<file path="config.mk">
export PLATFORM = sky130hd
export DESIGN_NAME = inmem_rd_arbiter
export DESIGN_NICKNAME = d
export VERILOG_FILES = /design/src/rtl/pkt_chk_pkg.sv /design/src/rtl/rr_pick.sv /design/src/rtl/inmem_rd_arbiter.sv
export SDC_FILE = /design/constraint.sdc
export NUM_CORES = 1
export LEC_CHECK = 0
export BUFFER_PORTS_ARGS = -buffer_cell sky130_fd_sc_hd__buf_2
export CORE_MARGIN = 2
export CORE_UTILIZATION = 45
export DETAILED_ROUTE_END_ITERATION = 12
export GPL_ROUTABILITY_DRIVEN = 1
export PLACE_DENSITY = 0.84
export RECOVER_POWER = 100
export REMOVE_ABC_BUFFERS = 1
export SLEW_MARGIN = 20
export SYNTH_ARGS = -nofsm -noshare
export SYNTH_HDL_FRONTEND = slang
export SYNTH_SLANG_ARGS = --single-unit
</file>
<file path="constraint.sdc">
create_clock -name clk -period 4.5 [get_ports clk]
set_input_delay 0.9 -clock clk [delete_from_list [all_inputs] [get_ports clk]]
set_output_delay 0.9 -clock clk [all_outputs]
set_load 0.02 [all_outputs]
</file>
<file path="src/rtl/pkt_chk_pkg.sv">
`default_nettype none
// ============================================================================
//  Module      : pkt_chk_pkg
//  Description : Shared types and constants for the packet-checker memory
//                arbiters (arbiter FSM states, requester index assignments).
//  Revision    : 1.0 - initial release
// ============================================================================
package pkt_chk_pkg;

    // Arbiter FSM states
    typedef enum logic [0:0] {
        ARB_IDLE   = 1'b0,
        ARB_LOCKED = 1'b1
    } arb_state_t;

    // Requester slots on the input-memory read port
    localparam int unsigned REQ_PB  = 0;  // packet builder
    localparam int unsigned REQ_DI  = 1;  // data-integrity checker
    localparam int unsigned REQ_CRC = 2;  // CRC checker

endpackage
`default_nettype wire

</file>
<file path="src/rtl/rr_pick.sv">
`default_nettype none
// ============================================================================
//  Module      : rr_pick
//  Description : Combinational round-robin picker. Scans the request vector
//                starting at start_i, wrapping at N-1 -> 0, skipping any
//                index set in excl_i, and returns the first hit.
//  Ports       : req_i   - request vector
//                start_i - index where the search begins (must be < N)
//                excl_i  - mask of indices removed from this search
//                valid_o - a winner was found
//                idx_o   - index of the winner (0 when none)
//  Revision    : 1.0 - initial release
// ============================================================================
module rr_pick #(
    parameter int N  = 3,
    parameter int IW = (N > 1) ? $clog2(N) : 1
) (
    input  logic [N-1:0]  req_i,
    input  logic [IW-1:0] start_i,
    input  logic [N-1:0]  excl_i,
    output logic          valid_o,
    output logic [IW-1:0] idx_o
);

    logic [N-1:0] avail;
    assign avail = req_i & ~excl_i;

    always_comb begin
        logic [IW:0] pos;
        valid_o = 1'b0;
        idx_o   = '0;
        pos     = '0;
        for (int k = 0; k < N; k++) begin
            // Modulo by subtraction so non-power-of-2 N wraps correctly
            pos = {1'b0, start_i} + (IW+1)'(k);
            if (pos >= (IW+1)'(N)) begin
                pos = pos - (IW+1)'(N);
            end
            if (!valid_o && avail[pos[IW-1:0]]) begin
                valid_o = 1'b1;
                idx_o   = pos[IW-1:0];
            end
        end
    end

endmodule
`default_nettype wire

</file>
<file path="src/rtl/inmem_rd_arbiter.sv">
`default_nettype none
// ============================================================================
//  Module      : inmem_rd_arbiter
//  Description : Round-robin arbiter sharing the input-memory read port B
//                between the packet builder, DI checker and CRC checker.
//                Supports capped locked bursts and returns read data tagged
//                to the issuing requester after RD_LAT cycles.
//  Ports       : clk, reset    - clock, asynchronous active-high reset
//                req_i/lock_i  - per-requester read request / burst hold
//                addr_i        - packed per-requester word addresses
//                gnt_o         - one-hot grant, address issued this cycle
//                rvalid_o      - one-hot owner of rdata_o
//                rdata_o       - read data broadcast to all requesters
//                mem_en_o/mem_addr_o/mem_data_i - memory read port
//                owner_o       - current or last granted index
//                busy_o        - arbiter is inside a locked burst
//                proto_err_o   - sticky: lock seen without request
//  Revision    : 1.0 - initial release
// ============================================================================
module inmem_rd_arbiter #(
    parameter int NUM_REQ   = 3,
    parameter int ADDR_W    = 14,
    parameter int DATA_W    = 32,
    parameter int RD_LAT    = 1,
    parameter int MAX_BURST = 8
) (
    input  logic                        clk,
    input  logic                        reset,
    input  logic [NUM_REQ-1:0]          req_i,
    input  logic [NUM_REQ-1:0]          lock_i,
    input  logic [NUM_REQ*ADDR_W-1:0]   addr_i,
    output logic [NUM_REQ-1:0]          gnt_o,
    output logic [NUM_REQ-1:0]          rvalid_o,
    output logic [DATA_W-1:0]           rdata_o,
    output logic                        mem_en_o,
    output logic [ADDR_W-1:0]           mem_addr_o,
    input  logic [DATA_W-1:0]           mem_data_i,
    output logic [$clog2(NUM_REQ)-1:0]  owner_o,
    output logic                        busy_o,
    output logic                        proto_err_o
);
    import pkt_chk_pkg::*;

    localparam int IW = $clog2(NUM_REQ);
    localparam int BW = $clog2(MAX_BURST + 1);

    arb_state_t           state_q, state_d;
    logic [IW-1:0]        rr_ptr_q, rr_ptr_d;     // last granted index
    logic [BW-1:0]        burst_cnt_q, burst_cnt_d;
    logic                 proto_err_q;
    logic [DATA_W-1:0]    rdata_q;
    logic [RD_LAT-1:0]    pv_q;                   // response pipe valid
    logic [IW-1:0]        pid_q [RD_LAT];         // response pipe id

    logic                 hold;
    logic [IW-1:0]        pick_start;
    logic [NUM_REQ-1:0]   pick_excl;
    logic                 pick_valid;
    logic [IW-1:0]        pick_idx;
    logic                 gnt_vld;
    logic [IW-1:0]        gnt_idx;

    // Owner keeps the port while it asks with lock and is under the cap
    assign hold = (state_q == ARB_LOCKED) && req_i[rr_ptr_q] && lock_i[rr_ptr_q]
                  && (burst_cnt_q < BW'(MAX_BURST));

    assign pick_start = (rr_ptr_q == IW'(NUM_REQ - 1)) ? '0 : rr_ptr_q + IW'(1);
    // On release the outgoing owner must not win the same cycle
    assign pick_excl  = (state_q == ARB_LOCKED) ? (NUM_REQ'(1) << rr_ptr_q) : '0;

    rr_pick #(
        .N  (NUM_REQ),
        .IW (IW)
    ) u_rr_pick (
        .req_i   (req_i),
        .start_i (pick_start),
        .excl_i  (pick_excl),
        .valid_o (pick_valid),
        .idx_o   (pick_idx)
    );

    // ------------------------------------------------------------------
    // Next-state / grant logic
    // ------------------------------------------------------------------
    always_comb begin
        state_d     = state_q;
        rr_ptr_d    = rr_ptr_q;
        burst_cnt_d = burst_cnt_q;
        gnt_vld     = 1'b0;
        gnt_idx     = rr_ptr_q;
        if (reset) begin
            // No grant may escape while reset is asserted
            gnt_vld = 1'b0;
        end else if (hold) begin
            gnt_vld     = 1'b1;
            burst_cnt_d = burst_cnt_q + BW'(1);
        end else if (pick_valid) begin
            gnt_vld  = 1'b1;
            gnt_idx  = pick_idx;
            rr_ptr_d = pick_idx;
            // A winner only reaches here with req high, so its lock is valid
            if (lock_i[pick_idx]) begin
                state_d     = ARB_LOCKED;
                burst_cnt_d = BW'(1);
            end else begin
                state_d     = ARB_IDLE;
                burst_cnt_d = '0;
            end
        end else begin
            state_d     = ARB_IDLE;
            burst_cnt_d = '0;
        end
    end

    always_ff @(posedge clk or posedge reset) begin
        if (reset) begin
            state_q     <= ARB_IDLE;
            rr_ptr_q    <= '0;
            burst_cnt_q <= '0;
            proto_err_q <= 1'b0;
        end else begin
            state_q     <= state_d;
            rr_ptr_q    <= rr_ptr_d;
            burst_cnt_q <= burst_cnt_d;
            proto_err_q <= proto_err_q | (|(lock_i & ~req_i));
        end
    end

    assign gnt_o    = gnt_vld ? (NUM_REQ'(1) << gnt_idx) : '0;
    assign mem_en_o = |gnt_o;

    always_comb begin
        mem_addr_o = '0;
        for (int i = 0; i < NUM_REQ; i++) begin
            if (gnt_o[i]) begin
                mem_addr_o = addr_i[i*ADDR_W +: ADDR_W];
            end
        end
    end

    // Busy reflects the state following this cycle's grant, so it rises with
    // the first locked grant and falls in the release cycle itself.
    assign busy_o      = (state_d == ARB_LOCKED);
    assign owner_o     = rr_ptr_q;
    assign proto_err_o = proto_err_q;

    // ------------------------------------------------------------------
    // Response pipeline: tags each read with its requester id
    // ------------------------------------------------------------------
    always_ff @(posedge clk or posedge reset) begin
        if (reset) begin
            pv_q <= '0;
            for (int i = 0; i < RD_LAT; i++) begin
                pid_q[i] <= '0;
            end
        end else begin
            pv_q[0]  <= gnt_vld;
            pid_q[0] <= gnt_idx;
            for (int i = 1; i < RD_LAT; i++) begin
                pv_q[i]  <= pv_q[i-1];
                pid_q[i] <= pid_q[i-1];
            end
        end
    end

    assign rvalid_o = pv_q[RD_LAT-1] ? (NUM_REQ'(1) << pid_q[RD_LAT-1]) : '0;
    // Memory data passes straight through on a response, else last value held
    assign rdata_o  = pv_q[RD_LAT-1] ? mem_data_i : rdata_q;

    always_ff @(posedge clk or posedge reset) begin
        if (reset) begin
            rdata_q <= '0;
        end else begin
            rdata_q <= rdata_o;
        end
    end

endmodule
`default_nettype wire

</file>
After elaboration in Yosys (flattened, before gate mapping)
Cells that the tools add are included.
{"block": "totals", "register_bits": 41, "in_bits": 82, "output_inout_bits": 57, "elab_cells": 81}
{"block": "classes", "addsub": 7, "order_cmp": 9, "eq_ne": 1, "shift": 2, "mux": 42, "bitwise_logic": 5, "reduce_logical": 9}
{"cell": "2-to-1 mux 14 bit", "n": 3}
{"cell": "2-to-1 mux 32 bit", "n": 1}
{"cell": "2-to-1 mux 2 bit", "n": 10}
{"cell": "2-to-1 mux 1 bit", "n": 17}
{"cell": "less-than comparator 2 x 3 -> 1 bit, second input constant", "n": 5}
{"cell": "binary-select mux 1 bit (select 2 bit)", "n": 6}
{"cell": "2-to-1 mux 3 bit", "n": 3}
{"cell": "2-to-1 mux 4 bit", "n": 2}
{"cell": "AND 3 bit", "n": 2}
{"cell": "greater-or-equal comparator 3 x 2 -> 1 bit, second input constant", "n": 2}
{"cell": "NOT 3 bit", "n": 2}
{"cell": "OR reduction 3 bit", "n": 2}
{"cell": "left shift 1 x 2 -> 3 bit, first input constant", "n": 2}
{"cell": "subtractor 2 bit, second input constant", "n": 3}
{"cell": "logical AND 1 bit", "n": 5}
{"cell": "adder 4 x 1 -> 4 bit, second input constant", "n": 1}
{"cell": "less-than comparator 4 bit, second input constant", "n": 1}
{"cell": "adder 2 x 1 -> 3 bit, second input constant", "n": 1}
{"cell": "adder 2 x 2 -> 3 bit, second input constant", "n": 1}
{"cell": "adder 2 x 1 -> 2 bit, second input constant", "n": 1}
{"cell": "equality test 2 bit, second input constant", "n": 1}
{"cell": "greater-or-equal comparator 2 bit, second input constant", "n": 1}
{"cell": "zero test 1 bit", "n": 2}
{"cell": "bitwise OR 1 bit", "n": 1}

Logic depth before layout (Yosys ltp)
{"block": "depth", "word_depth": 21, "mapped_depth": 8, "depth_no_buf": 5}

Hierarchy
From an unflattened synthesis, not the netlist that was laid out.
{"block": "hier_totals", "hier_cells": 279, "hier_area_um2": 2850.2}
{"module": "inmem_rd_arbiter", "instances": 1, "cells_each": 256, "area_each_um2": 2667.6, "seq_area_each_um2": 1026.0}
{"module": "rr_pick", "instances": 1, "cells_each": 23, "area_each_um2": 182.7, "seq_area_each_um2": 0.0}

Worst setup path after synthesis
OpenSTA, ideal clock, no wires.
{"block": "synth_timing", "path_type": "input to output", "startpoint": "input reset", "endpoint": "output mem_addr_o[0]", "arrival_ns": 3.240, "required_time_ns": 3.600, "slack_ns": 0.360, "cell_stages": 5, "path_buffers": 2, "path_cell_list": "buf_1 > clkinv_1 > clkbuf_1 > nand3_1 > a41oi_2"}
{"block": "synth_via", "elab_chain_len": 6, "elab_cells_between_ends": 7, "cone_classes": "shift (1); mux (6)"}
{"element": "from (decl)", "line_no": "inmem_rd_arbiter.sv:28", "source": "input logic reset,"}
{"element": "2-to-1 mux 2 bit", "line_no": "inmem_rd_arbiter.sv:91", "source": "if (reset) begin"}
{"element": "left shift 1 x 2 -> 3 bit", "line_no": "inmem_rd_arbiter.sv:129", "source": "assign gnt_o = gnt_vld ? (NUM_REQ'(1) << gnt_idx) : '0;"}
{"element": "2-to-1 mux 3 bit *", "line_no": "inmem_rd_arbiter.sv:129"}
{"element": "2-to-1 mux 14 bit (2 in series)", "line_no": "inmem_rd_arbiter.sv:135", "source": "if (gnt_o[i]) begin"}
{"element": "2-to-1 mux 14 bit *", "line_no": "inmem_rd_arbiter.sv:135"}
{"element": "to (decl)", "line_no": "inmem_rd_arbiter.sv:36", "source": "output logic [ADDR_W-1:0] mem_addr_o,"}
Every way passes the cells marked *; elsewhere a longest branch is shown, timed or not.

Final worst setup path
{"block": "layout_timing", "startpoint": "input req_i[0]", "endpoint": "output gnt_o[0]"}
{"block": "layout_via", "elab_chain_len": 15, "elab_cells_between_ends": 30, "cone_classes": "shift (1); mux (21); bitwise (1); reduce/logical (7)"}
{"element": "from (decl)", "line_no": "inmem_rd_arbiter.sv:29", "source": "input logic [NUM_REQ-1:0] req_i,"}
{"element": "AND 3 bit", "line_no": "rr_pick.sv:26", "source": "assign avail = req_i & ~excl_i;"}
{"element": "binary-select mux 1 bit (select 2 bit)", "line_no": "rr_pick.sv:39", "source": "if (!valid_o && avail[pos[IW-1:0]]) begin"}
{"element": "2-to-1 mux 1 bit (not written as such)", "line_no": "rr_pick.sv:39"}
{"element": "2-to-1 mux 1 bit", "line_no": "rr_pick.sv:39"}
{"element": "zero test 1 bit", "line_no": "rr_pick.sv:39"}
{"element": "logical AND 1 bit", "line_no": "rr_pick.sv:39"}
{"element": "2-to-1 mux 1 bit", "line_no": "rr_pick.sv:39"}
{"element": "zero test 1 bit", "line_no": "rr_pick.sv:39"}
{"element": "logical AND 1 bit", "line_no": "rr_pick.sv:39"}
{"element": "2-to-1 mux 2 bit / 2-to-1 mux 1 bit (equally long branches)", "line_no": "rr_pick.sv:39"}
{"element": "2-to-1 mux 2 bit (2 in series)"}
{"element": "2-to-1 mux 2 bit", "line_no": "inmem_rd_arbiter.sv:91"}
{"element": "left shift 1 x 2 -> 3 bit", "line_no": "inmem_rd_arbiter.sv:129"}
{"element": "2-to-1 mux 3 bit *", "line_no": "inmem_rd_arbiter.sv:129"}
{"element": "to (decl)", "line_no": "inmem_rd_arbiter.sv:32", "source": "output logic [NUM_REQ-1:0] gnt_o,"}
Every way passes the cells marked *; elsewhere a longest branch is shown, timed or not. The select of a mux whose other input is x is not followed.

==> summary.md <==
| Metric | Value |
|---|---|
| GRT Total Usage | `22.1%` |
| CP Capture Type | `output pin` |
| WHS Path Cells | `1` |
| Most numerous cell in the Yosys netlist | `dfrtp_1` |
| Area leader, netlist | `dfrtp_1` |
| Critical path class | `input pin to output pin` |
| WP data required | `3.60 ns` |
| Async SR Flop Fraction | `100%` |
| Fin crit period | `around 4 ns` |
| # Post-CTS Setup Buffers | `0` |
| Diode count | `0` |
| Synth top area share | `around two fifths` |
| Worst r2r src | `pid_q[1]` |
| Vias in the first global route | `2457` |
| First-pass GRT wire length | `11300 um` |
| Failing checks | `capacitance limit, slew limit` |
| Largest net degree at the start of global routing | `40` |
| Grt ovf | `0` |
| Largest fanout on the critical path | `18` |
| FF-to-FF setup slack | `1.93 ns` |
| Pwr dens | `542 nW/um^2` |
| Hold Vio Cnt, Final | `0` |
| RSZ-0062 raised after global routing | `false` |
| First-pass DRT Iterations | `4` |
| Post-synthesis sequential area ratio | `39.8%` |
| YS warnings | `0` |
| DR iter-0 viols | `143` |
| Startpoint types | `input pin` |
| Setup ws final | `0.509 ns` |
| Clk_lat worst skew | `approximately 0.28 ns` |
| Sum of negative setup slack | `0 ns` |
| Met2 Use GR | `slightly below 40%` |
| Clock Skew | `0.00490 ns` |
| Layout cell share with drive strength beyond 1 | `38.5%` |
| Total CTS buffers | `5` |
| Syn_area_per_cell | `approximately 11 sq um` |
| CTS root buf | `clkbuf_8` |
| CORE AREA | `5510 sq um` |
| M1 GR Usage | `27.9%` |
| DP HPWL | `5270 um` |
| Post-Syn Area | `2580 sq um` |
| Chip width | `79.7 um` |
| Top_reg_cell synth | `dfrtp_1` |
| Post-DRT Antenna Nets | `0` |
| Max VDD drop | `288 uV` |
| Min-delay src | `rdata_q[14]` |
| Routed WL per cell | `16.1 um` |
| DIE AREA | `6360 sq um` |
| DRC errors left | `0` |
| Gate Count Post-Synth | `235` |
| Post-CTS sizing | `0` |
| Arrival time worst endpoint | `3.09 ns` |
| H-tree Lvls | `2` |
| Hold buffers post-CTS | `0` |
| Placed inst area | `3260 sq um` |
| Register area | `1030 sq um` |
| Drt total wl | `7010 um` |
| CTS tree | `done` |
| P_leak | `1.39 nW` |
| MaxCap Viol Count | `1` |
| Pins Over Slew Limit | `36` |
| Largest cells by area after synthesis | `dfrtp_1, mux2_2, nand3_1` |
| Period utilization | `between 80% and 90%` |
| Clock buffer depth | `2` |
| Max Clk Rate | `approximately 0.25 GHz` |
| Worst-path clk slew | `0.07 ns` |
| Site Rows | `27` |
| Via count | `2429` |
| Endpoints failing setup | `0` |
| Clock sink count | `a little over 40` |
| Number of synthesized flops with an enable pin | `0` |
| Io pins | `139` |
| Pre-CTS setup slack | `0.888 ns` |
| Gp weighted congestion | `0.909` |
| IO Port Bufs | `138` |
| Layout Area Growth over Synthesis | `27.6%` |
| Relative slew margins | `-15.4%` |
| Hold Crit Class | `register to register` |
| Vert. Die Dim | `79.7 um` |
| Worst reg-to-reg path cell count | `5` |
| Final core utilization | `roughly three fifths` |
| Reg-to-reg endpoint | `burst_cnt_q[2]` |
| Fillers | `511` |
| Pin slew with the least headroom to its limit | `1.73 ns` |
| Fin area | `3290 sq um` |
| Vias per cell | `5.57` |
| Initial core utilization | `46.9%` |
| Area of the multi-input gates | `1380 sq um` |
| GR Util met3 | `4.41%` |
| Status | `finished, violations left` |
| Antenna violations before repair | `0` |
| #FFs+latches synth | `41` |
| Synth top cells by count | `dfrtp_1, nand3_1, mux2_2, a211oi_1, nand3_2` |
| Yosys cell types | `43` |
| NumNets Final | `around 450` |
| Grt peak-use layer | `met2` |
| Hold EP | `rdata_q[14]` |
registers in the layout, summed over array words and instances (netlist names):
name	flops
state_q	1
rdata_q	32
burst_cnt_q	4
proto_err_o	1
pid_q	2
pv_q	1
critical path, cell delays in order:
cell and delay [ns]:
clkbuf_1 0.26, nand3b_1 0.17, a211o_1 0.36, and2_0 0.63, a2111oi_4 0.48, clkbuf_1 0.28
routing by layer:
layer | routed length (um) | vias to the layer above
met5 | 0 | -
met4 | 43 | 0
met3 | 332 | 4
met2 | 3830 | 72
met1 | 2810 | 1199
li1 | - | 1154
per-stage QoR:
stage / cells / total power [mW] / hold WS [ns]
floorplan: 214 / 1.22 / 0.439
global placement: 428 / 1.52 / 0.455
detailed placement: 428 / 1.55 / 0.482
CTS: 436 / 1.85 / 0.499
global route: 436 / 1.90 / 0.511
finish: 436 / 1.79 / 0.484
kinds of logic after synthesis:
family | count (synthesis) | synth area share [%]
mux | 36 | 15.6
simple gates | 76 | 17.3
compound gates | 55 | 20.8
flops | 41 | 39.8
fa+ha+maj | 1 | 0.485
buf+inv | 26 | 6.06
cell usage in the layout, fill, tap and decap left out, drive strengths merged, types with 2 or more instances in the layout:
cell	Yosys	final
nand2	5	5
nor3	2	2
a41oi	14	14
o21ai	5	5
nand2b	3	3
mux2i	3	3
o21a	2	2
nand3	46	46
a22oi	2	2
a211oi	17	17
a21oi	5	5
buf	14	97
clkbuf	7	52
and3	2	2
a2111oi	2	2
nor2b	3	3
nor2	8	8
inv	4	5
mux2	33	33
dfrtp	41	41
a21o	2	2
a211o	2	2
and2	4	4
report_power, final:
| group | internal (mW) | switching, mW |
|---|---|---|
| sequential | 0.473 | 0.0642 |
| combinational | 0.327 | 0.625 |
| clock | 0.181 | 0.117 |
how the worst max path moves through the flow:
stage	start	end	slack, ns	cells after the start
after CTS	req_i[0]	mem_addr_o[8]	0.88	7
after global placement	req_i[1]	gnt_o[0]	0.90	6
after detailed placement	req_i[0]	mem_addr_o[8]	0.89	7
final	req_i[0]	gnt_o[0]	0.51	6
after floorplan	reset	mem_addr_o[0]	0.99	3
after global routing	req_i[0]	mem_addr_o[0]	0.36	7
final cells by class:
| class | count | share of cell area [%] |
|---|---|---|
| inverter | 5 | 0.646 |
| tap | 72 | 2.74 |
| sequential | 41 | 31.2 |
| multi-input combinational | 168 | 41.8 |
| timing repair buffer | 142 | 20.1 |
| clock buffer | 7 | 2.62 |
| clock inverter | 1 | 0.912 |
Note: power is estimated with default switching activity, not from simulation.
